[config.mk]
export PLATFORM = sky130hd
export DESIGN_NAME = multicycle_ctrl
export DESIGN_NICKNAME = d
export VERILOG_FILES = /design/src/rtl/multicycle_ctrl.sv
export SDC_FILE = /design/constraint.sdc
export NUM_CORES = 1
export LEC_CHECK = 0
export CAP_MARGIN = 5
export CORE_MARGIN = 10
export CORE_UTILIZATION = 53
export DETAILED_ROUTE_END_ITERATION = 8
export DONT_BUFFER_PORTS = 1
export PLACE_DENSITY = 0.71
export RECOVER_POWER = 25
export SYNTH_ARGS = -nofsm -noshare
export SYNTH_HDL_FRONTEND = slang
export SYNTH_SLANG_ARGS = --single-unit
[constraint.sdc]
create_clock -name clk -period 5 [get_ports clk]
set_clock_uncertainty 0.15 [all_clocks]
set_input_delay 0.75 -clock clk [delete_from_list [all_inputs] [get_ports clk]]
set_output_delay 0.75 -clock clk [all_outputs]
set_load 0.03 [all_outputs]
[src/rtl/multicycle_ctrl.sv]
// Multi-cycle control sequencer for the RV32I-subset core: walks the shared datapath
// through FETCH/DECODE/EXEC/MEM/WB from a one-hot decode and counts retired instructions.
module multicycle_ctrl #(
    parameter int unsigned MAX_INSTR   = 0,
    parameter int unsigned STALL_LIMIT = 255
) (
    input  logic        clk,
    input  logic        rst_n,
    input  logic        start,
    input  logic        stop,
    input  logic [22:0] instruction_type,
    input  logic        branch_taken,
    input  logic        mem_stall_I,
    input  logic        mem_stall_D,
    output logic        mem_cen_I,
    output logic        mem_cen_D,
    output logic        mem_wen_D,
    output logic        ir_we,
    output logic        pc_we,
    output logic [1:0]  pc_sel,
    output logic        reg_we,
    output logic [1:0]  wb_sel,
    output logic        retire,
    output logic [2:0]  state,
    output logic [31:0] instr_cnt,
    output logic        illegal,
    output logic        timeout
);

    typedef enum logic [2:0] {
        S_IDLE   = 3'd0,
        S_FETCH  = 3'd1,
        S_DECODE = 3'd2,
        S_EXEC   = 3'd3,
        S_MEM    = 3'd4,
        S_WB     = 3'd5
    } state_t;

    localparam logic [7:0] STALL_MAX = STALL_LIMIT[7:0];
    localparam logic [1:0] PC_PLUS4  = 2'd0;
    localparam logic [1:0] PC_IMM    = 2'd1;
    localparam logic [1:0] PC_RS1    = 2'd2;
    localparam logic [1:0] WB_ALU    = 2'd0;
    localparam logic [1:0] WB_MEM    = 2'd1;
    localparam logic [1:0] WB_LINK   = 2'd2;

    state_t      state_q, state_d;
    logic [7:0]  stall_cnt_q, stall_cnt_d;
    logic [5:0]  kind_q;           // {JAL, JALR, BEQ, BNE, LW, SW}; ALU ops are the all-zero case
    logic        latch_kind, set_illegal, set_timeout, clear_flags;
    logic        stall_expired, last_instr;
    state_t      retire_state;

    wire is_jal    = kind_q[5];
    wire is_jalr   = kind_q[4];
    wire is_branch = kind_q[3] | kind_q[2];
    wire is_lw     = kind_q[1];
    wire is_sw     = kind_q[0];

    assign stall_expired = (stall_cnt_q == STALL_MAX);
    assign last_instr    = stop || ((MAX_INSTR != 0) && (instr_cnt + 32'd1 == MAX_INSTR));
    assign retire_state  = last_instr ? S_IDLE : S_FETCH;
    assign state         = state_q;

    // NOTE: every output of this block gets a default first, so no path can infer a latch.
    always_comb begin
        state_d     = state_q;
        stall_cnt_d = stall_cnt_q;
        latch_kind  = 1'b0;
        set_illegal = 1'b0;
        set_timeout = 1'b0;
        clear_flags = 1'b0;
        mem_cen_I   = 1'b0;
        mem_cen_D   = 1'b0;
        mem_wen_D   = 1'b0;
        ir_we       = 1'b0;
        pc_we       = 1'b0;
        pc_sel      = PC_PLUS4;
        reg_we      = 1'b0;
        wb_sel      = WB_ALU;
        retire      = 1'b0;

        case (state_q)
            S_IDLE: begin
                if (start) begin
                    clear_flags = 1'b1;
                    state_d     = S_FETCH;
                end
            end
            S_FETCH: begin
                if (!mem_stall_I) begin
                    mem_cen_I   = 1'b1;
                    ir_we       = 1'b1;
                    stall_cnt_d = '0;
                    state_d     = S_DECODE;
                end else if (stall_expired) begin
                    set_timeout = 1'b1;
                    stall_cnt_d = '0;
                    state_d     = S_IDLE;
                end else begin
                    mem_cen_I   = 1'b1;
                    stall_cnt_d = stall_cnt_q + 8'd1;
                end
            end
            S_DECODE: begin
                latch_kind = 1'b1;
                if ($countones(instruction_type) != 1) begin
                    set_illegal = 1'b1;
                    state_d     = S_IDLE;
                end else begin
                    state_d = S_EXEC;
                end
            end
            S_EXEC: begin
                if (is_branch) begin
                    pc_we   = 1'b1;
                    pc_sel  = branch_taken ? PC_IMM : PC_PLUS4;
                    retire  = 1'b1;
                    state_d = retire_state;
                end else if (is_lw || is_sw) begin
                    state_d = S_MEM;
                end else begin
                    state_d = S_WB;
                end
            end
            S_MEM: begin
                if (mem_stall_D && stall_expired) begin
                    set_timeout = 1'b1;
                    stall_cnt_d = '0;
                    state_d     = S_IDLE;
                end else begin
                    mem_cen_D = 1'b1;
                    mem_wen_D = is_sw;
                    if (mem_stall_D) begin
                        stall_cnt_d = stall_cnt_q + 8'd1;
                    end else begin
                        stall_cnt_d = '0;
                        if (is_sw) begin
                            pc_we   = 1'b1;
                            retire  = 1'b1;
                            state_d = retire_state;
                        end else begin
                            state_d = S_WB;
                        end
                    end
                end
            end
            S_WB: begin
                reg_we  = 1'b1;
                pc_we   = 1'b1;
                retire  = 1'b1;
                wb_sel  = is_lw ? WB_MEM : (is_jal || is_jalr) ? WB_LINK : WB_ALU;
                pc_sel  = is_jal ? PC_IMM : is_jalr ? PC_RS1 : PC_PLUS4;
                state_d = retire_state;
            end
            default: state_d = S_IDLE;
        endcase
    end

    // NOTE: state uses non-blocking assignments so all registers update from pre-edge values.
    always_ff @(posedge clk) begin
        if (rst_n) begin
            state_q     <= S_IDLE;
            stall_cnt_q <= '0;
            kind_q      <= '0;
            instr_cnt   <= '0;
            illegal     <= 1'b0;
            timeout     <= 1'b0;
        end else begin
            state_q     <= state_d;
            stall_cnt_q <= stall_cnt_d;
            if (latch_kind)  kind_q    <= instruction_type[22:17];
            if (retire)      instr_cnt <= instr_cnt + 32'd1;
            if (clear_flags) begin
                illegal <= 1'b0;
                timeout <= 1'b0;
            end
            if (set_illegal) illegal <= 1'b1;
            if (set_timeout) timeout <= 1'b1;
        end
    end

endmodule

==> flow_summary.toml <==
[global_route]
grt_antenna_before_repair = 0
maximum_number_of_pins_on_one_net_before_global_route_repair = 48
global_route.overflow_total = 0
global_route_wire_length_before_repair_mm = 11.8
via_count_of_the_first_global_routing_pass = 2358
grt_use_total_pct = 14.5

[clock_tree]
tritoncts = "yes"
htree_num_levels = 2
cts-root-to-sink-buffers = 2
clock_latency_ns = 0.31
numClockSinks = 51
cts_buffers = 5
worst_setup_hold_path_clk_slew_ns = 0.08
cts_hold_repair.buffers = 0
cts.repair_timing.setup_buffer_count = 0
cts-root-buf = "sky130_fd_sc_hd__clkbuf_8"
cts_resized = 0

[logic_synthesis]
ys_seq_elements = 51
postSynthCellCount = 361
syn-mean-instance-area_um2 = 8.68
yosys_warnings = 0
synth_unique_cells = 48
synth_sequential_area_ratio_pct = 32.6
async_reset_ff_share_pct = 0
synth_top_flop_cell = "sky130_fd_sc_hd__dfxtp_1"
synth_area_um2 = 3130
mappedNetlistNets = 415
synth_enable_flop_cells = 0

[place]
placed_area_um2 = 3170
detailed_place_hpwl_mm = 5.25
placement.io_buffers = 0
replace_congestion = 0.823
dpl.cell_count = 417
preCtsSetupSlack_ns = -0.124

[final_layout]
final_area_um2 = 3250
layout-drive-gt1-share_pct = 5.38
finish.utilization_pct = 58.0
fin_cells = 425
final_nets = 406
diode_count = 0
area.growth.synth_to_final_pct = 3.83

[power]
overall_power_after_layout_uw = 972
pwr_density_cell_nw_per_um2 = 299
vdd_drop_max_uv = 236
leakage_nw = 1.15

[routing]
vias_per_cell = 5.61
antenna_left = 0
drt_pre_antenna_iters = 4
first_iter_violations = 102
remaining_drc_errors = 0
avgRoutedWirePerCell_um = 16.4
via_count = 2385
drt-total-wl_mm = 6.98

[setup_path]
worstPathMaxFanout = 2
end_kind = "flop"
crit_required_ns = 5.05
setup.worst_path.class = "input port to flop"
startpoint_type = "input port"
cp.arrival_ns = 4.84

[sta]
fin_ws_ns = 0.202
grt_setup_unrepaired = "no"
setup-violations-final = 0
hold_viol = 0
report.final.slew_viol_count = 0
fmaxAchievable_ghz = 0.208
final_critical_path_required_period_ns = 4.80
min_period_over_period_pct = 96.0
hold-worst-slack_ns = 0.355
worst_pin_slew_ns = 1.18
total_negative_slack_ns = 0
max_transition_margin_pct = 21.4

[floorplan]
design.portCount = 78
floorplan.rows = 27
dieHeight_um = 96.9
start_util_pct = 55.9
floorplan.die.width_um = 96.9
core_region_area_um2 = 5610
floorplan.die_area_um2 = 9390

[run]
count_of_max_cap_constraint_violations = 0

[hold_path]
hold_path_class = "flop to flop"

[outcome]
run_status = "finished clean"
-- cells by family after synthesis --
family,count (synthesis),share of synthesized area [%]
simple gates,131,21.2
fa+ha+maj,24,13.4
buf+inv,54,6.91
xor+xnor,29,8.11
compound gates,62,14.6
flops,51,32.6
mux,10,3.23
-- power by group --
part | total (mW) | internal [mW] | switching (mW)
combinational | 0.303 | 0.133 | 0.170
clock | 0.231 | 0.0980 | 0.133
sequential | 0.438 | 0.414 | 0.0240
-- cells in the final DEF (no fill, tap or decap), types with 2 or more instances in the layout --
cell type and n:
sky130_fd_sc_hd__a2111oi_4 2, sky130_fd_sc_hd__a211oi_1 15, sky130_fd_sc_hd__a21o_1 4, sky130_fd_sc_hd__a21oi_1 20, sky130_fd_sc_hd__a31o_2 3, sky130_fd_sc_hd__and2_1 3
sky130_fd_sc_hd__and3_1 5, sky130_fd_sc_hd__and4_1 3, sky130_fd_sc_hd__buf_4 2, sky130_fd_sc_hd__clkbuf_8 5, sky130_fd_sc_hd__dfxtp_1 51, sky130_fd_sc_hd__fa_1 16
sky130_fd_sc_hd__ha_1 8, sky130_fd_sc_hd__inv_1 36, sky130_fd_sc_hd__mux2i_1 9, sky130_fd_sc_hd__nand2_1 18, sky130_fd_sc_hd__nand2b_1 6, sky130_fd_sc_hd__nand3_1 13
sky130_fd_sc_hd__nand3b_1 3, sky130_fd_sc_hd__nand4_1 9, sky130_fd_sc_hd__nor2_1 50, sky130_fd_sc_hd__nor2b_1 4, sky130_fd_sc_hd__nor3_1 2, sky130_fd_sc_hd__nor3b_1 2
sky130_fd_sc_hd__nor4_1 3, sky130_fd_sc_hd__o211ai_1 2, sky130_fd_sc_hd__o21ai_0 7, sky130_fd_sc_hd__or3_1 3, sky130_fd_sc_hd__xnor2_1 24, sky130_fd_sc_hd__xor2_1 5
-- cell type report --
class                      instances  area [um^2]
clock inverter                     2         12.5
clock buffer                       6         72.6
fill                             538         2350
sequential                        51         1020
tap                               72         90.1
multi-input combinational        256         1910
inverter                          36          135
timing repair buffer               2         15.0
-- per-layer routing --
metal	vias up	wire, um	global-route usage [%]
li1	1206	-	-
met3	5	612	5.89
met5	-	0	0
met2	62	3260	23.1
met1	1112	3050	17.7
met4	0	57	3.72
-- critical path: stages --
cell                      delay (ns)
sky130_fd_sc_hd__inv_1          0.03
sky130_fd_sc_hd__fa_1           0.54
sky130_fd_sc_hd__inv_1          0.05
sky130_fd_sc_hd__fa_1           0.47
sky130_fd_sc_hd__fa_1           0.52
sky130_fd_sc_hd__fa_1           0.52
sky130_fd_sc_hd__inv_1          0.05
sky130_fd_sc_hd__fa_1           0.48
sky130_fd_sc_hd__inv_1          0.05
sky130_fd_sc_hd__fa_1           0.40
sky130_fd_sc_hd__fa_1           0.45
sky130_fd_sc_hd__nor4_2         0.18
sky130_fd_sc_hd__o21ai_0        0.13
sky130_fd_sc_hd__a22oi_1        0.16
sky130_fd_sc_hd__nor2_1         0.05
-- flip-flops by register name, summed over array words and instances, names as in the netlist --
signal       flops
state            3
illegal          1
kind_q           6
instr_cnt       32
timeout          1
stall_cnt_q      8
-- Yosys cell counts (5+ instances only) --
master / count / area (um^2)
sky130_fd_sc_hd__nand4_1: 9 / 56.3
sky130_fd_sc_hd__nand2b_1: 6 / 37.5
sky130_fd_sc_hd__xor2_1: 5 / 43.8
sky130_fd_sc_hd__a211oi_1: 15 / 113
sky130_fd_sc_hd__dfxtp_1: 51 / 1020
sky130_fd_sc_hd__xnor2_1: 24 / 210
sky130_fd_sc_hd__clkbuf_1: 14 / 52.6
sky130_fd_sc_hd__ha_1: 8 / 100
sky130_fd_sc_hd__nor2_1: 50 / 188
sky130_fd_sc_hd__nand2_1: 18 / 67.6
sky130_fd_sc_hd__inv_1: 36 / 135
sky130_fd_sc_hd__nand3_1: 13 / 65.1
sky130_fd_sc_hd__mux2i_1: 9 / 90.1
sky130_fd_sc_hd__a21oi_1: 20 / 100
sky130_fd_sc_hd__fa_1: 16 / 320
sky130_fd_sc_hd__and3_1: 5 / 31.3
sky130_fd_sc_hd__o21ai_0: 7 / 35.0
-- path summary, 6_finish.rpt --
path                                           from            end  slack (ns)  depth (start not counted)
worst max-delay path            instruction_type[5]        illegal        0.20                         15
worst min-delay path                      kind_q[3]      kind_q[3]        0.35                          2
worst max register to register             state[0]  instr_cnt[27]        1.97                          5
worst min register to register            kind_q[3]      kind_q[3]        0.35                          2
Note: power is estimated with default switching activity, not from simulation.
